[config.mk]
export PLATFORM = sky130hd
export DESIGN_NAME = input_window_buffer_flat
export DESIGN_NICKNAME = d
export VERILOG_FILES = /design/src/rtl/input_window_buffer_if.sv /design/src/rtl/input_window_buffer.sv /design/src/flat_wrapper.sv
export SDC_FILE = /design/constraint.sdc
export NUM_CORES = 1
export LEC_CHECK = 0
export CORE_MARGIN = 2
export CORE_UTILIZATION = 40
export DETAILED_ROUTE_END_ITERATION = 8
export GPL_TIMING_DRIVEN = 0
export PLACE_DENSITY = 0.64
export SLEW_MARGIN = 20
export SYNTH_ARGS = -nofsm -noshare
export SYNTH_HDL_FRONTEND = slang
export SYNTH_SLANG_ARGS = --single-unit
[constraint.sdc]
create_clock -name clk -period 4.4 [get_ports clk]
set_clock_uncertainty 0.2 [all_clocks]
set_input_delay 0.88 -clock clk [delete_from_list [all_inputs] [get_ports clk]]
set_output_delay 0.88 -clock clk [all_outputs]
set_load 0.1 [all_outputs]
[src/rtl/input_window_buffer_if.sv]
// ----------------------------------------------------------------------------
// input_window_buffer_if
//   Bundles the pixel-write side and the window-output side of the
//   input_window_buffer into one interface.
//
//   Signals:
//     wr, din      pixel write strobe and pixel data from the write controller
//     clear        one-cycle command that discards the frame and rearms
//     full         a complete frame is stored (write controller must stop)
//     win_valid    a 3x3 window is being presented
//     win_ready    consumer accepts the current window
//     win_data     nine window pixels, element 3*r+c at [k*DATA_W +: DATA_W]
//     win_row      top-left row of the current window
//     win_col      top-left column of the current window
//     done         all windows of the frame have been accepted
//
//   Modports:
//     master  the surrounding datapath (write controller + multiplier array)
//     slave   the buffer itself
// ----------------------------------------------------------------------------
interface input_window_buffer_if #(
  parameter int DATA_W = 8,
  parameter int IMG_W  = 8,
  parameter int IMG_H  = 8
);
  localparam int ROW_W = $clog2(IMG_H);
  localparam int COL_W = $clog2(IMG_W);

  logic                wr;
  logic [DATA_W-1:0]   din;
  logic                clear;
  logic                full;
  logic                win_valid;
  logic                win_ready;
  logic [9*DATA_W-1:0] win_data;
  logic [ROW_W-1:0]    win_row;
  logic [COL_W-1:0]    win_col;
  logic                done;

  // The datapath side drives commands and the consumer's ready.
  modport master (
    output wr, din, clear, win_ready,
    input  full, win_valid, win_data, win_row, win_col, done
  );

  // The buffer receives commands and presents the window.
  modport slave (
    input  wr, din, clear, win_ready,
    output full, win_valid, win_data, win_row, win_col, done
  );
endinterface

[src/rtl/input_window_buffer.sv]
// ----------------------------------------------------------------------------
// input_window_buffer
//   Frame buffer and 3x3 window generator for the 9-multiplier convolution
//   datapath. Pixels arrive in raster order while wr is high; once the last
//   pixel of the frame is stored, full is raised and every valid 3x3 window
//   is presented in raster order over a valid/ready handshake. done is
//   raised when the last window has been accepted; clear rearms the block.
//
//   Ports:
//     clk   single rising-edge clock
//     rst   asynchronous active-low reset
//     bus   input_window_buffer_if.slave (write side + window side)
//
//   Parameters:
//     DATA_W  pixel width in bits
//     IMG_W   image width in pixels (>= 3)
//     IMG_H   image height in pixels (>= 3)
// ----------------------------------------------------------------------------
module input_window_buffer #(
  parameter int DATA_W = 8,
  parameter int IMG_W  = 8,
  parameter int IMG_H  = 8
) (
  input logic                  clk,
  input logic                  rst,
  input_window_buffer_if.slave bus
);

  localparam int NPIX  = IMG_W * IMG_H;
  localparam int AW    = $clog2(NPIX);
  localparam int ROW_W = $clog2(IMG_H);
  localparam int COL_W = $clog2(IMG_W);

  localparam logic [AW-1:0]    LAST_ADDR = AW'(NPIX - 1);
  localparam logic [ROW_W-1:0] LAST_ROW  = ROW_W'(IMG_H - 3);
  localparam logic [COL_W-1:0] LAST_COL  = COL_W'(IMG_W - 3);

  typedef enum logic [1:0] {
    FILL,
    SEND,
    DONE
  } state_t;

  state_t            state_q, state_d;
  logic [AW-1:0]     wptr_q, wptr_d;
  logic [ROW_W-1:0]  row_q, row_d;
  logic [COL_W-1:0]  col_q, col_d;
  logic              full_q, full_d;
  logic              done_q, done_d;
  logic              mem_we;
  logic              accept;

  logic [DATA_W-1:0] mem [NPIX];

  assign accept = (state_q == SEND) && bus.win_ready;

  // Next-state and counter logic. clear overrides everything, including a
  // write or a window acceptance in the same cycle. In FILL, the write to
  // the last address hands over to SEND and raises full on the same edge;
  // wptr is left parked there since clear or reset reloads it before the
  // next frame. Writes arriving in SEND or DONE are dropped, which protects
  // the stored frame from the write controller's one-cycle reaction lag.
  always_comb begin
    state_d = state_q;
    wptr_d  = wptr_q;
    row_d   = row_q;
    col_d   = col_q;
    full_d  = full_q;
    done_d  = done_q;
    mem_we  = 1'b0;

    if (bus.clear) begin
      state_d = FILL;
      wptr_d  = '0;
      row_d   = '0;
      col_d   = '0;
      full_d  = 1'b0;
      done_d  = 1'b0;
    end else begin
      case (state_q)
        FILL: begin
          if (bus.wr) begin
            mem_we = 1'b1;
            if (wptr_q == LAST_ADDR) begin
              state_d = SEND;
              full_d  = 1'b1;
            end else begin
              wptr_d = wptr_q + 1'b1;
            end
          end
        end
        SEND: begin
          if (accept) begin
            if (row_q == LAST_ROW && col_q == LAST_COL) begin
              state_d = DONE;
              done_d  = 1'b1;
            end
            if (col_q == LAST_COL) begin
              col_d = '0;
              row_d = row_q + 1'b1;
            end else begin
              col_d = col_q + 1'b1;
            end
          end
        end
        DONE: begin
          state_d = DONE;
        end
        default: begin
          state_d = FILL;
        end
      endcase
    end
  end

  // State, pointer and flag registers. Reset is asynchronous so that
  // pulling rst low clears full/done/win_valid and the counters at once.
  always_ff @(posedge clk or negedge rst) begin
    if (!rst) begin
      state_q <= FILL;
      wptr_q  <= '0;
      row_q   <= '0;
      col_q   <= '0;
      full_q  <= 1'b0;
      done_q  <= 1'b0;
    end else begin
      state_q <= state_d;
      wptr_q  <= wptr_d;
      row_q   <= row_d;
      col_q   <= col_d;
      full_q  <= full_d;
      done_q  <= done_d;
    end
  end

  // Pixel storage. Deliberately not reset: contents are only meaningful
  // once a full frame has been written, and clear leaves them untouched.
  always_ff @(posedge clk) begin
    if (mem_we) begin
      mem[wptr_q] <= bus.din;
    end
  end

  // Window read-out. All nine taps are read combinationally from the frame
  // so the multiplier array sees the whole window in the same cycle. The
  // bus is held at zero whenever no window is being offered.
  always_comb begin
    bus.win_data = '0;
    if (state_q == SEND) begin
      for (int r = 0; r < 3; r++) begin
        for (int c = 0; c < 3; c++) begin
          bus.win_data[(3*r + c)*DATA_W +: DATA_W] =
            mem[AW'((int'(row_q) + r) * IMG_W + int'(col_q) + c)];
        end
      end
    end
  end

  assign bus.win_valid = (state_q == SEND);
  assign bus.full      = full_q;
  assign bus.done      = done_q;
  assign bus.win_row   = row_q;
  assign bus.win_col   = col_q;

endmodule

[src/flat_wrapper.sv]
// flat-port wrapper written by rule: the top's interface ports become plain ports
module input_window_buffer_flat 
#(
  parameter int DATA_W = 8,
  parameter int IMG_W  = 8,
  parameter int IMG_H  = 8
)
  (clk, rst, bus_wr, bus_din, bus_clear, bus_win_ready, bus_full, bus_win_valid, bus_win_data, bus_win_row, bus_win_col, bus_done);
  input_window_buffer_if #(.DATA_W(DATA_W), .IMG_W(IMG_W), .IMG_H(IMG_H)) bus_i ();
  input logic clk;
  input logic rst;
  input wire logic [$bits(bus_i.wr)-1:0] bus_wr;
  input wire logic [$bits(bus_i.din)-1:0] bus_din;
  input wire logic [$bits(bus_i.clear)-1:0] bus_clear;
  input wire logic [$bits(bus_i.win_ready)-1:0] bus_win_ready;
  output wire logic [$bits(bus_i.full)-1:0] bus_full;
  output wire logic [$bits(bus_i.win_valid)-1:0] bus_win_valid;
  output wire logic [$bits(bus_i.win_data)-1:0] bus_win_data;
  output wire logic [$bits(bus_i.win_row)-1:0] bus_win_row;
  output wire logic [$bits(bus_i.win_col)-1:0] bus_win_col;
  output wire logic [$bits(bus_i.done)-1:0] bus_done;
  assign bus_i.wr = bus_wr;
  assign bus_i.din = bus_din;
  assign bus_i.clear = bus_clear;
  assign bus_i.win_ready = bus_win_ready;
  assign bus_full = bus_i.full;
  assign bus_win_valid = bus_i.win_valid;
  assign bus_win_data = bus_i.win_data;
  assign bus_win_row = bus_i.win_row;
  assign bus_win_col = bus_i.win_col;
  assign bus_done = bus_i.done;
  input_window_buffer #(.DATA_W(DATA_W), .IMG_W(IMG_W), .IMG_H(IMG_H)) u_core (.clk(clk), .rst(rst), .bus(bus_i));
endmodule
# ---- Yosys cells after proc, flatten, opt, wreduce, memory -nomap -nowiden
# Memory sizes are Yosys's and may differ from the RTL's.
# Cells that the tools add are included.
# W data, S select, Z words.
dict set report op_classes {
  addsub 14
  eq_ne 10
  muxes 32
  reduce_logical 16
}
# operator n
set ops {}
lappend ops {{$mux W72} 1}
lappend ops {{$mux W3} 8}
lappend ops {{$mux W6} 4}
lappend ops {{$add A6 B2 Y6 const B} 3}
lappend ops {{$add A6 B3 Y6 const B} 3}
lappend ops {{$reduce_bool A2 Y1} 7}
lappend ops {{$mux W1} 13}
lappend ops {{$add A6 B4 Y6} 2}
lappend ops {{$reduce_and A3 Y1} 4}
lappend ops {{$mux W2} 5}
lappend ops {{$add A3 B1 Y3 const B} 3}
lappend ops {{$ne A3 B2 Y1 const B} 3}
lappend ops {{$add A6 B1 Y6 const B} 1}
lappend ops {{$add A6 B3 Y6} 1}
lappend ops {{$eq A3 B3 Y1 const B} 2}
lappend ops {{$eq A6 B6 Y1 const B} 1}
lappend ops {{$pmux W2 S3} 1}
lappend ops {{$reduce_and A4 Y1} 1}
lappend ops {{$add A3 B2 Y3 const B} 1}
lappend ops {{$ne A3 B3 Y1 const B} 1}
lappend ops {{$eq A2 B1 Y1 const B} 1}
lappend ops {{$eq A2 B2 Y1 const B} 1}
lappend ops {{$logic_and A1 B1 Y1} 2}
lappend ops {{$logic_not A2 Y1} 1}
lappend ops {{other kinds (2)} 2}
dict set report totals {
  reg_bits 16
  mem_bits_rw 512
  input_bits 13
  output_inout_bits 81
  wordCells 79
  mem_count 1
}
# name words word_bits read_ports rd_clocked_by_memory_dff write_ports line
set mem_list {}
lappend mem_list {u_core.mem 64 8 9 0 1 input_window_buffer.sv:53} ;# logic [DATA_W-1:0] mem [NPIX];

# ---- Longest topological paths before layout
dict set report logic_depth {
  depth_word 6
  mapped_depth 17
  mapped_depth_nobuf 8
}

# ---- Worst setup path before layout
# OpenSTA, ideal clock, no wires.
dict set report synth_path {
  path_type {register to output}
  from {register u_core.col_q[1], in the netlist u_core.bus.win_col[1]}
  to {output port bus_win_data[35]}
  t_arrival_ns 6.204
  required_time_ns 3.320
  setup_slack_ns -2.884
  path_stages_with_launch 17
  cell_sequence {dfrtp_1 -> buf_2 -> buf_4 -> buf_4 -> clkinv_1 -> buf_1 -> clkbuf_1 -> ha_1 -> buf_2 -> buf_4 -> buf_2 -> mux2i_1 -> mux2i_1 -> o211ai_1 -> a32oi_1 -> a211oi_1 -> a211oi_1}
}
dict set report synth_via {
  elab_chain_cells 4
}
# item line
set synth_rtl {}
lappend synth_rtl {{start: declaration} input_window_buffer.sv:47} ;# logic [COL_W-1:0] col_q, col_d;
lappend synth_rtl {{start signal: assignment} input_window_buffer.sv:130} ;# col_q <= col_d;
lappend synth_rtl {{$add A6 B4 Y6} input_window_buffer.sv:153} ;# mem[AW'((int'(row_q) + r) * IMG_W + int'(col_q) + c)];
lappend synth_rtl {{$add A6 B2 Y6} input_window_buffer.sv:153}
lappend synth_rtl {{$mem_v2 Z64 W8} -}
lappend synth_rtl {{$mux W72} input_window_buffer.sv:149} ;# if (state_q == SEND) begin
lappend synth_rtl {{end: declaration} flat_wrapper.sv:18} ;# output wire logic [$bits(bus_i.win_data)-1:0] bus_win_data;
# Every way passes these cells.

# ---- Final worst setup path
dict set report layout_path {
  from {register u_core.col_q[1], in the netlist u_core.bus.win_col[1]}
  to {output port bus_win_data[59]}
}
# The elaborated chain is that of the path after synthesis.

==> run_results.csv <==
group,metric,value,unit
run_status,status,"complete, but fails checks",
run_status,violations,"negative setup slack",
critical_path,cp-start-kind,"register",
hold_path,hold_path_class,"reg2reg",
yosys,synth_top_flop_cell,"edfxtp_1",
critical_path,rr_worst_depth,6,
placed_design,post-dp-hpwl,135800,um
cts,ctsHoldBuffers,0,
global_routing,antenna_found_initial,15,
cts,cts.sinks,528,
die,coreArea,81980,um^2
route,wirelength,181600,um
die,io-pin-count,94,
yosys,avgSynthCellArea,15.81,um^2
power,power_switching,2.363,mW
power,pwr_density_cell,242.7,nW/um^2
placed_design,gp_congestion,1.059,
finish,final.fill_count,6607,
timing,hold_viol,0,
route,via_per_inst,7.395,
yosys,syn_inst,2091,
power,clkPwrFrac,46.5,%
route,drtIter0Drc,4261,
cts,cts_tree,"yes",
finish,drive_gt1_share,55.98,%
critical_path,worstPathMaxFanout,5,
critical_path,cp_slowest_cell,"dfrtp_4",
power,p_leak,14.13,nW
critical_path,max_stage_delay,0.51,ns
timing,maxSlewHeadroom,5.109,%
yosys,synth_top_cell_by_area,"edfxtp_1",
critical_path,reg2reg_to,"u_core.mem[47][0]$_DFFE_PP_",
yosys,yosysMostFrequentCell,"edfxtp_1",
global_routing,track_usage,42.15,%
timing,finalSetupTns,-54.11,ns
timing,finalSetupViolations,120,
yosys,synth_area_leaders,"edfxtp_1 (47%), mux4_2 (28%), mux2i_1 (4.3%)",
power,ir_drop,576.1,uV
finish,layout.nets,2460,
route,routed-via-count,26360,
cts,cts.htree.levels,2,
critical_path,path_depth,17,
global_routing,grt_max_degree,65,
route,dr.pass1.iters,6,
timing,fmax,0.1797,GHz
power,total_power,10.72,mW
power,share_seq_of_total_power,51.6,%
timing,fin_crit,5.564,ns
critical_path,critPathLaunch,"u_core.bus.win_col[1]$_DFFE_PN0P_",
route,drc,0,
power,p_int,8.362,mW
yosys,synth_area,33060,um^2
timing,post-route-period-util,126.4,%
global_routing,grt_pass1_wl,235000,um
critical_path,crit_type,"reg2out",
route,wl_per_cell,50.96,um
placed_design,port_buffers,92,
route,drtAntennaViolNets,0,
yosys,netlist.area_leader.share,46.51,%
die,initial_core_util,40.33,%
die,dieHeight,291.5,um
cts,cts_buffers,58,
cts,cts.clk_slew.worst_paths,0.06,ns
critical_path,reg2reg_from,"u_core.state_q[1]$_DFFE_PN0P_",
critical_path,crit_path_end,"bus_win_data[59]",
critical_path,path_cells,"buf_8 -> buf_12 -> buf_12 -> clkinv_8 -> buf_16 -> clkbuf_16 -> ha_4 -> buf_12 -> buf_4 -> buf_12 -> buf_12 -> mux4_2 -> mux2_4 -> mux2i_4 -> o22ai_2 -> a221o_4 -> buf_12",
yosys,yosysWarnings,0,
critical_path,cp_top_family,"buffers and inverters",
finish,areaGrowthSynthToFinish,33.68,%
yosys,synth_edf_count,512,
yosys,postSynth.asyncResetShare,3.030,%
critical_path,worstPathArrival,4.48,ns
die,dieWidth,291.5,um
yosys,synth_nets,2115,
timing,setup_slack,-1.164,ns
yosys,yosysSeqAreaShare,47.72,%
yosys,synth.distinct_cells,64,
yosys,ys_ff_latch,528,
timing,rsz0062_at_grt,"yes",
yosys,synth_commonest_cells,"edfxtp_1 (512), mux4_2 (410), nor2_1 (161)",
cts,clk_latency,0.67,ns
critical_path,required,3.32,ns
power,switching_share,22.04,%
job,maxCapViolations,0,
timing,worst_slew_pin_slew,1.423,ns
die,rows,105,
die,dieArea,84960,um^2
critical_path,cp.buffers_inverters,11,
critical_path,reg2reg_slack,-0.19,ns
critical_path,endpoint_kind,"output pin",
timing,maxSlewViolCount,0,
cts,cts_max_path_buffers,3,
global_routing,grt_pass1_vias,24680,
global_routing,overflow,0,
critical_path,crit_top_cell,"buf_12",
power,pwr-share-comb,1.9,%
cts,clockRootBuffer,"clkbuf_16",
-- layer usage --
layer	GRT usage [%]	vias to the layer above	part of all wire [%]
met3	19.20	479	16
met1	53.71	13880	35
met2	59.48	2389	42
met5	1.305	-	0.025
met4	23.27	6	7.2
li1	-	9599	-
-- worst min path at each step --
stage / cells past startpoint / end / startpoint
floorplan: 2 / u_core.state_q[1]$_DFFE_PN0P_ / u_core.state_q[1]$_DFFE_PN0P_
detailed placement: 2 / u_core.bus.full$_DFFE_PN0P_ / u_core.bus.full$_DFFE_PN0P_
CTS: 2 / u_core.bus.done$_DFFE_PN0P_ / u_core.bus.done$_DFFE_PN0P_
global placement: 2 / u_core.bus.done$_DFFE_PN0P_ / u_core.bus.done$_DFFE_PN0P_
global route: 2 / u_core.bus.done$_DFFE_PN0P_ / u_core.bus.done$_DFFE_PN0P_
finish: 2 / u_core.bus.done$_DFFE_PN0P_ / u_core.bus.done$_DFFE_PN0P_
-- area by class of cell --
class	instances	area [um^2]	share of cell area, %
Tap cell	1070	1339	3.029
Clock buffer	69	1493	3.378
Inverter	9	63.81	0.1444
Buffer	179	2315	5.238
Antenna cell	11	27.53	0.06229
Timing Repair Buffer	288	3730	8.440
Clock inverter	38	426.7	0.9655
Sequential cell	528	15790	35.73
Multi-Input combinational cell	1372	19010	43.01
-- worst reg2reg max path, delay by kind of cell (launching register included) --
family / cells / cell delay, ns
buffers and inverters: 1 / 0.11
adder cells (fa/ha/maj): 1 / 0.24
flip-flops: 1 / 0.38
AND/OR/NAND/NOR: 4 / 3.27
-- flip-flops by register name (all words and copies together), names as in the netlist --
register	count
u_core.mem	512
u_core.wptr_q	6
u_core.bus.win_col	3
u_core.bus.win_row	3
u_core.state_q	2
u_core.bus.done	1
u_core.bus.full	1
-- per-stage QoR --
stage | utilization, % | setup slack, ns | cell area [um^2] | cells | hold WS (ns)
finish | 53.91 | -1.164 | 44190 | 3564 | 0.3280
detailed placement | 44.51 | -2.682 | 36490 | 3256 | 0.2910
global route | 53.87 | -1.170 | 44160 | 3553 | 0.3549
CTS | 51.42 | -1.164 | 42150 | 3473 | 0.3111
floorplan | - | -0.3600 | 34140 | 2091 | 0.2892
global placement | 44.40 | -2.762 | 36400 | 3253 | 0.2857
-- cell families (layout without fill, tap and decap cells) --
kind of cell / after synthesis / count (layout) / share of synthesized area (%)
compound gates: 302 / 302 / 6.154
xor+xnor: 28 / 28 / 0.8327
fa+ha+maj: 11 / 11 / 0.4163
buf+inv: 191 / 583 / 3.221
flops: 528 / 528 / 47.72
mux: 657 / 657 / 36.67
other cells: 0 / 11 / 0
simple gates: 374 / 374 / 4.989
-- power by group through the flow --
stage	logic, mW	registers [mW]	clock network, mW
4_1_cts	0.190	5.53	4.99
3_3_place_gp	0.168	5.65	0
3_5_place_dp	0.177	5.64	0
2_1_floorplan	0.0460	5.64	0
6_report	0.201	5.53	4.99
5_1_grt	0.205	5.53	5.18
-- what timing repair did --
action | CTS | global route
buffers inserted | 106 | 81
setup endpoints to repair | 72 | 88
gates cloned | 6 | 3
endpoints found under the hold margin | 0 | 0
pin swaps | 62 | 84
gates resized for setup | 1082 | 335
-- cell usage in the layout, fill, tap and decap left out, types with 39 or more instances in the layout --
cell type,instances
clkbuf_16,66
buf_12,132
buf_4,136
nor2_1,129
mux4_2,422
mux2_2,46
a22oi_2,43
o21ai_2,43
mux2i_1,87
mux2i_4,39
nand2_1,73
edfxtp_1,512
buf_6,71
No activity file was read; power rests on OpenSTA's default activity.
